### src/rtl/dds_pkg.sv
// rtl/dds_pkg.sv - shared key/wave constants and the wave-select helper for the dds slice
package dds_pkg;

  localparam int KEY_NUM = 4;

  typedef logic [KEY_NUM-1:0] wave_t;

  localparam wave_t WAVE_NONE     = 4'b0000;
  localparam wave_t WAVE_SINE     = 4'b0001;
  localparam wave_t WAVE_SQUARE   = 4'b0010;
  localparam wave_t WAVE_TRIANGLE = 4'b0100;
  localparam wave_t WAVE_SAWTOOTH = 4'b1000;

  // Lowest set bit wins when several keys are accepted on the same cycle.
  function automatic wave_t lowest_set(input wave_t p);
    wave_t r;
    r = WAVE_NONE;
    for (int i = KEY_NUM - 1; i >= 0; i--) begin
      if (p[i]) begin
        r    = WAVE_NONE;
        r[i] = 1'b1;
      end
    end
    return r;
  endfunction

endpackage

### src/rtl/key_filter.sv
// rtl/key_filter.sv - one push-button: 2-flop synchronizer, debounce counter, single press pulse
module key_filter #(
  parameter int CNT_MAX = 999_999
) (
  input  logic sys_clk,
  input  logic sys_rst_n,
  input  logic key,
  output logic pulse
);

  localparam int            CW      = $clog2(CNT_MAX + 1);
  localparam logic [CW-1:0] CNT_TOP = CW'(CNT_MAX);
  localparam logic [CW-1:0] CNT_ARM = CW'(CNT_MAX - 2);

  logic [1:0]    sync;
  logic [CW-1:0] cnt;

  always_ff @(posedge sys_clk or negedge sys_rst_n) begin
    if (!sys_rst_n) begin
      sync <= 2'b11;
    end else begin
      sync <= {sync[0], key};
    end
  end

  always_ff @(posedge sys_clk or negedge sys_rst_n) begin
    if (!sys_rst_n) begin
      cnt <= '0;
    end else if (sync[1]) begin
      cnt <= '0;
    end else if (cnt < CNT_TOP) begin
      cnt <= cnt + 1'b1;
    end
  end

  // Fires on the step CNT_MAX-2 -> CNT_MAX-1; saturation keeps a held key from re-firing.
  always_ff @(posedge sys_clk or negedge sys_rst_n) begin
    if (!sys_rst_n) begin
      pulse <= 1'b0;
    end else begin
      pulse <= !sync[1] && (cnt == CNT_ARM);
    end
  end

endmodule

### src/rtl/key_control.sv
// rtl/key_control.sv - debounced key array driving the one-hot dds wave select
// WAVE_TOGGLE_OFF_EN: re-pressing the selected key clears the selection instead of keeping it.
module key_control
  import dds_pkg::*;
#(
  parameter int CNT_MAX = 999_999
) (
  input  logic               sys_clk,
  input  logic               sys_rst_n,
  input  logic [KEY_NUM-1:0] key,
  output logic [KEY_NUM-1:0] wave_sel,
  output logic               key_flag
);

  wave_t pulse;
  wave_t pick;

  for (genvar i = 0; i < KEY_NUM; i++) begin : g_key
    key_filter #(
      .CNT_MAX(CNT_MAX)
    ) u_key_filter (
      .sys_clk  (sys_clk),
      .sys_rst_n(sys_rst_n),
      .key      (key[i]),
      .pulse    (pulse[i])
    );
  end

  assign pick = lowest_set(pulse);

  always_ff @(posedge sys_clk or negedge sys_rst_n) begin
    if (!sys_rst_n) begin
      wave_sel <= WAVE_NONE;
      key_flag <= 1'b0;
    end else begin
      key_flag <= |pulse;
      if (|pulse) begin
`ifdef WAVE_TOGGLE_OFF_EN
        wave_sel <= (wave_sel == pick) ? WAVE_NONE : pick;
`else
        wave_sel <= pick;
`endif
      end
    end
  end

endmodule

### config.mk
export PLATFORM = sky130hd
export DESIGN_NAME = key_control
export DESIGN_NICKNAME = d
export VERILOG_FILES = /design/src/rtl/dds_pkg.sv /design/src/rtl/key_filter.sv /design/src/rtl/key_control.sv
export SDC_FILE = /design/constraint.sdc
export NUM_CORES = 1
export LEC_CHECK = 0
export BUFFER_PORTS_ARGS = -buffer_cell sky130_fd_sc_hd__buf_2
export CAP_MARGIN = 40
export CORE_MARGIN = 2
export CORE_UTILIZATION = 63
export DETAILED_ROUTE_END_ITERATION = 8
export GPL_ROUTABILITY_DRIVEN = 0
export PLACE_DENSITY_LB_ADDON = 0.15
export SETUP_SLACK_MARGIN = 0.4
export SLEW_MARGIN = 25
export SYNTH_ARGS = -nofsm -noshare
export SYNTH_HDL_FRONTEND = slang
export SYNTH_SLANG_ARGS = --single-unit
export TNS_END_PERCENT = 10
### constraint.sdc
create_clock -name sys_clk -period 2.46 [get_ports sys_clk]
set_input_delay 0.492 -clock sys_clk [delete_from_list [all_inputs] [get_ports sys_clk]]
set_output_delay 0.492 -clock sys_clk [all_outputs]
set_load 0.02 [all_outputs]
==> reports/qor.tcl, run 1 <==
set qor(wire_per_inst_microns) 15.93
set qor(p_total_mw) 2.802
set qor(slew_headroom_pct) 59.77
set qor(grt_antenna_before_repair) 0
set qor(clkSinkCount) 97
set qor(floorplan.die.height_microns) 93.28
set qor(cts_inserted_buffers) 9
set qor(cts_tree) {built}
set qor(worst-setup-path-type) {reg -> reg}
set qor(grt_setup_unrepaired) {true}
set qor(grt_first_pass_wirelength_microns) 17370
set qor(syn-num-nets) 523
set qor(antenna_cells_inserted) 0
set qor(placedCellCount) 610
set qor(post_synth.cell_area_avg_sq_um) 9.865
set qor(cts_buffer_depth) 2
set qor(worst_slew_pin_slew_ns) 0.6035
set qor(dr.first_iter.drc_count) 217
set qor(hold_buffers) 0
set qor(synthesis.area_sq_mm) 0.005021
set qor(seq_area_frac_synth_pct) 48.54
set qor(status) {finished, final reports clean}
set qor(grt_start_max_net_pins) 46
set qor(final_period_minus_worst_setup_slack_ns) 2.109
set qor(layout.cells.non_filler) 644
set qor(worst_setup_path_start_kind) {flip-flop}
set qor(netlist.area_leader.share_pct) 44.36
set qor(max-cap-violations) 0
set qor(leakagePower_nw) 2.218
set qor(insertion_delay_ns) 0.37
set qor(grt_pass1_vias) 3797
set qor(detail-route-antenna-nets) 0
set qor(clock_skew_ns) 0.01167
set qor(design.die.area_sq_mm) 0.008700
set qor(io_pins) 11
set qor(die_x_microns) 93.28
set qor(start_util_pct) 64.98
set qor(ratio_of_cells_with_drive_above_1_in_the_final_layout_pct) 16.05
set qor(critical_path.max_fanout) 6
set qor(synth.ff_latch_count) 97
set qor(yosys_warnings) 0
set qor(finalSetupViolations) 0
set qor(htree_num_levels) 3
set qor(yosysTopAreaCell) {sky130_fd_sc_hd__dfrtp_1}
set qor(irDropWorstVdd_mv) 0.3349
set qor(clkTransAtPathRegs_ns) 0.10
set qor(port_buffer_cells) 10
set qor(setup.worst_path.end_class) {flip-flop}
set qor(achievable-frequency_ghz) 0.4741
set qor(design.final.nets) 551
set qor(num_vias) 4002
set qor(groute.usage.overall_pct) 24.73
set qor(syn2layout_area_growth_pct) 11.64
set qor(worst_ep_arrival_time_ns) 2.35
set qor(via_per_inst) 6.214
set qor(netlist_instances) 509
set qor(synth_enable_flop_cells) 0
set qor(grt_remaining_overflow) 0
set qor(core.rowCount) 32
set qor(worst_ep_required_time_ns) 2.70
set qor(post-synth-top-count-cell) {sky130_fd_sc_hd__dfrtp_1}
set qor(synth_top_cells_by_area) {sky130_fd_sc_hd__dfrtp_1 44%, sky130_fd_sc_hd__xnor2_1 9.2%, sky130_fd_sc_hd__nor2_1 5.5%, sky130_fd_sc_hd__dfstp_2 4.2%, sky130_fd_sc_hd__a21oi_1 2.1%}
set qor(hold_path.class) {in -> async}
set qor(ys_async_sr_fraction_pct) 100.0
set qor(postSynth.topFlopCell) {sky130_fd_sc_hd__dfrtp_1}
set qor(synthTopCellsByCount) {89 x sky130_fd_sc_hd__dfrtp_1, 74 x sky130_fd_sc_hd__nor2_1, 53 x sky130_fd_sc_hd__xnor2_1}
set qor(total_count_of_max_transition_violations_in_the_final_report) 0
set qor(cts_root_buffer) {sky130_fd_sc_hd__clkbuf_8}
set qor(power_density_mw_per_mm2) 500.0
set qor(drt_drc_violations_left) 0
set qor(drt-pass1-iter-count) 4
set qor(drt-total-wl_microns) 10260
set qor(floorplan.core_area_sq_mm) 0.007727
set qor(hold_viol) 0
set qor(ys_types) 49
set qor(tns_ns) 0
set qor(period_share_pct) 85.74
set qor(dpl.hpwl_microns) 6605
## through the flow
stage | util [%] | area (sq um) | hold slack (ns) | setup WS, ns
floorplan | - | 5021 | 0.1964 | 0.4474
global placement | 66.89 | 5169 | 0.3465 | 0.2659
detailed placement | 67.16 | 5190 | 0.3485 | 0.2098
CTS | 71.03 | 5489 | 0.1256 | 0.3101
global route | 72.54 | 5605 | 0.1454 | 0.2649
finish | 72.54 | 5605 | 0.1028 | 0.3507
## critical path: stages (launching register included)
cell and delay (ns):
sky130_fd_sc_hd__dfrtp_1 0.45, sky130_fd_sc_hd__nor4_1 0.39, sky130_fd_sc_hd__a311oi_2 0.24, sky130_fd_sc_hd__buf_4 0.20
sky130_fd_sc_hd__nor4b_1 0.48, sky130_fd_sc_hd__xnor2_1 0.18, sky130_fd_sc_hd__nor2_1 0.06
## repair_timing
item / in CTS / in global routing
endpoints found under the setup margin: 30 / 61
resized for setup: 4 / 14
buffers inserted: 10 / 6
pin swaps: 3 / 3
cloned: 1 / 0
## area by class of cell
cell class / count / area (sq um)
Multi-Input combinational cell: 380 / 2551
Sequential cell: 97 / 2440
Fill cell: 542 / 2122
Timing Repair Buffer: 32 / 227.7
Clock buffer: 10 / 127.6
Tap cell: 102 / 127.6
Clock inverter: 6 / 67.56
Inverter: 17 / 63.81
## per-layer routing
metal  global-route usage, %  vias up  share of wire (%)
met4                   8.088        0                1.2
met1                   34.80     2004                 46
met3                   3.384       14                3.8
li1                        -     1905                  -
met2                   39.99       79                 49
met5                       0        -                  0
## power breakdown
group | leakage (nW) | internal [mW] | switching, mW
sequential | 1.31 | 1.62 | 0.0454
clock | 0.0929 | 0.474 | 0.578
combinational | 0.811 | 0.0332 | 0.0499
## cells in the final DEF (no fill, tap or decap), drive strengths merged, types with 3 or more instances in the layout
cell and instances:
nor4b 4, a31o 3, clkbuf 11, a311oi 4
nor3b 5, inv 18, nor4 19, dfrtp 89
nand3 21, and3 8, nor3 18, and2 3
or2 3, nor2 74, nand2 25, xnor2 53
ha 8, a211oi 13, or4 13, o21ai 12
and4 11, nor2b 4, nand4 15, or3 10
buf 31, o31ai 7, a2111oi 3, a21oi 23
dfstp 8
## path summary, 6_finish.rpt
kind                       slack (ns)  cells after the start                           from                            end
max in group asynchronous        1.71                      2                      sys_rst_n  g_key[1].u_key_filter.sync[1]
min reg2reg                      0.35                      0  g_key[0].u_key_filter.sync[0]  g_key[0].u_key_filter.sync[1]
min in group sys_clk             0.22                      1                         key[0]  g_key[0].u_key_filter.sync[0]
max reg2reg                      0.35                      6  g_key[1].u_key_filter.cnt[13]  g_key[1].u_key_filter.cnt[17]
min                              0.10                      1                      sys_rst_n   g_key[3].u_key_filter.cnt[8]
max                              0.35                      6  g_key[1].u_key_filter.cnt[13]  g_key[1].u_key_filter.cnt[17]
## sequential cells by signal (all words and copies together), names as in the netlist
register and count:
g_key.u_key_filter.cnt 80, g_key.u_key_filter.sync 8, wave_sel 4, g_key.u_key_filter.pulse 4, key_flag 1
## kinds of logic (layout without fill, tap and decap cells)
| kind of cell | after synthesis | after routing | share of synthesized area (%) |
|---|---|---|---|
| muxes | 1 | 1 | 0.2243 |
| xor gates and xnor gates | 55 | 55 | 9.594 |
| AOI/OAI and AO/OA | 73 | 74 | 9.968 |
| buffers and inverters | 33 | 65 | 2.616 |
| and+or+nand+nor | 242 | 242 | 27.06 |
| adders and majority gates | 8 | 8 | 1.994 |
| DFF | 97 | 97 | 48.54 |
(Power assumes the default switching activity.)
==> run 2, diff against run 1 <==
--- a/config.mk
+++ b/config.mk
@@ -5,10 +5,11 @@
 export SDC_FILE = /design/constraint.sdc
 export NUM_CORES = 1
 export LEC_CHECK = 0
+export ABC_AREA = 1
 export BUFFER_PORTS_ARGS = -buffer_cell sky130_fd_sc_hd__buf_2
 export CAP_MARGIN = 40
 export CORE_MARGIN = 2
-export CORE_UTILIZATION = 63
+export CORE_UTILIZATION = 64
 export DETAILED_ROUTE_END_ITERATION = 8
 export GPL_ROUTABILITY_DRIVEN = 0
 export PLACE_DENSITY_LB_ADDON = 0.15
==> reports/qor.tcl, run 2 <==
set qor(setup.reg_to_reg.worst_slack_ns) 0.67
set qor(irDropWorstVdd_mv) 0.3484
set qor(io_pins) 11
set qor(placedInstanceArea_sq_mm) 0.006351
set qor(wire_per_inst_microns) 12.68
set qor(leakagePower_nw) 3.744
set qor(via_per_inst) 5.368
set qor(finalSetupViolations) 0
set qor(period_share_pct) 72.62
set qor(hold_path.class) {in -> async}
set qor(sequentialPowerShare_pct) 54.1
set qor(detail-route-antenna-nets) 0
set qor(largest_register_ff_count) 80
set qor(cts_repair_resize_count) 0
set qor(design.die.area_sq_mm) 0.01056
set qor(setup.worst_path.end_class) {flip-flop}
set qor(port_buffer_cells) 10
set qor(post_synth_fa_ha_maj_area_fraction_pct) 1.604
set qor(worst-setup-path-type) {reg -> reg}
set qor(worst_ep_required_time_ns) 2.72
set qor(drt-total-wl_microns) 13350
set qor(worst-r2r-cell-count) 7
set qor(synth_compound_gate_area_share_pct) 3.729
set qor(max-cap-violations) 0
set qor(area_of_the_multi_input_gates_sq_mm) 0.003157
set qor(synth_top_cells_by_area) {sky130_fd_sc_hd__dfrtp_1 36%, sky130_fd_sc_hd__nand2_1 16%, sky130_fd_sc_hd__nand3_1 14%, sky130_fd_sc_hd__inv_1 7.5%, sky130_fd_sc_hd__nor2_1 6.6%}
set qor(reg2reg_from) {g_key[3].u_key_filter.cnt[0]}
set qor(total_count_of_max_transition_violations_in_the_final_report) 0
set qor(ratio_of_cells_with_drive_above_1_in_the_final_layout_pct) 7.065
set qor(hold_buffers) 0
set qor(dr.first_iter.drc_count) 395
set qor(dpl.hpwl_microns) 9645
set qor(post-synth-top-count-cell) {sky130_fd_sc_hd__nand2_1}
set qor(ys_types) 34
set qor(finalWorstSetupSlack_ns) 0.6736
set qor(cts_post_setup_buffers_inserted) 0
set qor(grt_first_pass_wirelength_microns) 23030
set qor(synth.mux.area_fraction_pct) 0
set qor(seq_area_frac_synth_pct) 39.05
set qor(final-seq-area_sq_mm) 0.002437
set qor(cts_root_buffer) {sky130_fd_sc_hd__clkbuf_8}
set qor(synthesis.area_sq_mm) 0.006241
set qor(clkSinkCount) 97
set qor(worst_slew_pin_slew_ns) 0.7414
set qor(grt_antenna_before_repair) 0
set qor(syn2layout_area_growth_pct) 5.774
set qor(drt-pass1-iter-count) 5
set qor(worst_setup_path_start_kind) {flip-flop}
set qor(grt_remaining_overflow) 0
set qor(worst_ep_arrival_time_ns) 2.05
set qor(largest_registers) {g_key.u_key_filter.cnt (80), g_key.u_key_filter.sync (8)}
set qor(grt_pass1_vias) 5233
set qor(grt_setup_unrepaired) {false}
set qor(power_density_mw_per_mm2) 462.8
set qor(pre_cts_slack_ns) 0.6978
set qor(hold_viol) 0
set qor(die_x_microns) 102.8
set qor(pwr-share-comb_pct) 4.1
set qor(postSynth.topFlopCell) {sky130_fd_sc_hd__dfrtp_1}
set qor(final_area_sq_mm) 0.006601
set qor(slew_headroom_pct) 50.52
set qor(num-fill-cells) 861
set qor(achievable-frequency_ghz) 0.5598
set qor(post_synth.cell_area_avg_sq_um) 6.836
set qor(synth_top_family_by_area) {simple AND/OR/NAND/NOR gates}
set qor(cts_tree) {built}
set qor(yosys_warnings) 0
set qor(cts_buffer_depth) 2
set qor(groute.usage.overall_pct) 27.53
set qor(power.switching_mw) 0.6894
set qor(synth.ff_latch_count) 97
set qor(crit_start) {g_key[3].u_key_filter.cnt[0]}
set qor(clkTransAtPathRegs_ns) 0.09
set qor(start_util_pct) 64.75
set qor(core.rowCount) 36
set qor(final_period_minus_worst_setup_slack_ns) 1.786
set qor(post_synthesis_xor_xnor_area_fraction_pct) 3.929
set qor(status) {finished, final reports clean}
set qor(design.final.nets) 929
set qor(syn-num-nets) 927
set qor(share_clk_of_total_power_pct) 41.8
set qor(drt_drc_violations_left) 0
set qor(antenna_cells_inserted) 0
set qor(final_common_cell) {sky130_fd_sc_hd__nand2_1}
set qor(yosysTopAreaCell) {sky130_fd_sc_hd__dfrtp_1}
set qor(insertion_delay_ns) 0.37
set qor(ys_async_sr_fraction_pct) 100.0
set qor(clock_skew_ns) 0.009827
set qor(layout_common_cells) {266 x sky130_fd_sc_hd__nand2_1, 169 x sky130_fd_sc_hd__nand3_1, 124 x sky130_fd_sc_hd__inv_1, 109 x sky130_fd_sc_hd__nor2_1, 89 x sky130_fd_sc_hd__dfrtp_1}
set qor(netSwitchingFraction_pct) 22.57
set qor(critical_path.max_fanout) 17
set qor(floorplan.die.height_microns) 102.8
set qor(tns_ns) 0
set qor(num_vias) 5653
set qor(synth-simple-area-share_pct) 41.32
set qor(largest_register) {g_key.u_key_filter.cnt}
set qor(floorplan.core_area_sq_mm) 0.009639
set qor(power_report.internal_total_mw) 2.366
set qor(synthTopCellsByCount) {266 x sky130_fd_sc_hd__nand2_1, 169 x sky130_fd_sc_hd__nand3_1, 124 x sky130_fd_sc_hd__inv_1}
set qor(cts_inserted_buffers) 9
set qor(grt_start_max_net_pins) 37
set qor(timing.rr.end) {g_key[3].u_key_filter.cnt[16]}
set qor(htree_num_levels) 3
set qor(netlist.area_leader.share_pct) 35.69
set qor(netlist_instances) 913
set qor(synth_enable_flop_cells) 0
-- run 2: layout make-up --
cell class,instances,area share (%)
Inverter,128,7.278
Timing Repair Buffer,16,1.668
Multi-Input combinational cell,663,47.82
Sequential cell,97,36.92
Clock inverter,6,1.706
Clock buffer,10,2.085
Tap cell,133,2.521
-- run 2: critical path, stage by stage, from the launching register on --
cell	delay (ns)
sky130_fd_sc_hd__dfrtp_1	0.45
sky130_fd_sc_hd__ha_1	0.25
sky130_fd_sc_hd__nand3_1	0.13
sky130_fd_sc_hd__inv_1	0.11
sky130_fd_sc_hd__nand3_1	0.13
sky130_fd_sc_hd__nand3_2	0.32
sky130_fd_sc_hd__nand2_1	0.21
sky130_fd_sc_hd__nand2_1	0.08
-- run 2: metal layers --
layer  GRT usage, %  wire length (microns)
met4          11.03                    280
met3          5.492                    698
met2          46.15                   6576
met5              0                      0
met1          35.21                   5794
-- run 2: logic make-up (layout without fill, tap and decap cells) --
group,count (synthesis),after routing
simple gates,588,588
buf+inv,153,160
flops,97,97
compound gates,39,39
xor+xnor,28,28
fa+ha+maj,8,8
-- run 2: power by group through the flow --
stage,Sequential (mW),Clock [mW],Combinational [mW]
3_3_place_gp,1.68,0,0.121
4_1_cts,1.65,1.31,0.128
5_1_grt,1.66,1.38,0.148
6_report,1.65,1.28,0.125
2_1_floorplan,1.67,0,0.0746
3_5_place_dp,1.68,0,0.128
-- run 2: worst max-delay path by stage --
stage	end	slack (ns)	cells past startpoint
2_1_floorplan	g_key[0].u_key_filter.cnt[8]	0.98	9
4_1_cts	g_key[3].u_key_filter.cnt[16]	0.68	7
5_1_grt	g_key[3].u_key_filter.cnt[16]	0.49	7
3_5_place_dp	g_key[3].u_key_filter.cnt[16]	0.70	7
3_3_place_gp	g_key[0].u_key_filter.cnt[0]	0.78	8
6_report	g_key[3].u_key_filter.cnt[16]	0.67	7
-- run 2: through the flow --
step,utilization [%],power (mW),hold WS [ns],instances
6_report,68.48,3.055,0.02245,1053
5_1_grt,68.48,3.180,0.02045,1053
4_1_cts,68.48,3.090,0.01160,1053
3_5_place_dp,65.89,1.810,0.3472,1037
3_3_place_gp,65.89,1.801,0.3457,1037
2_1_floorplan,-,1.746,0.1964,913
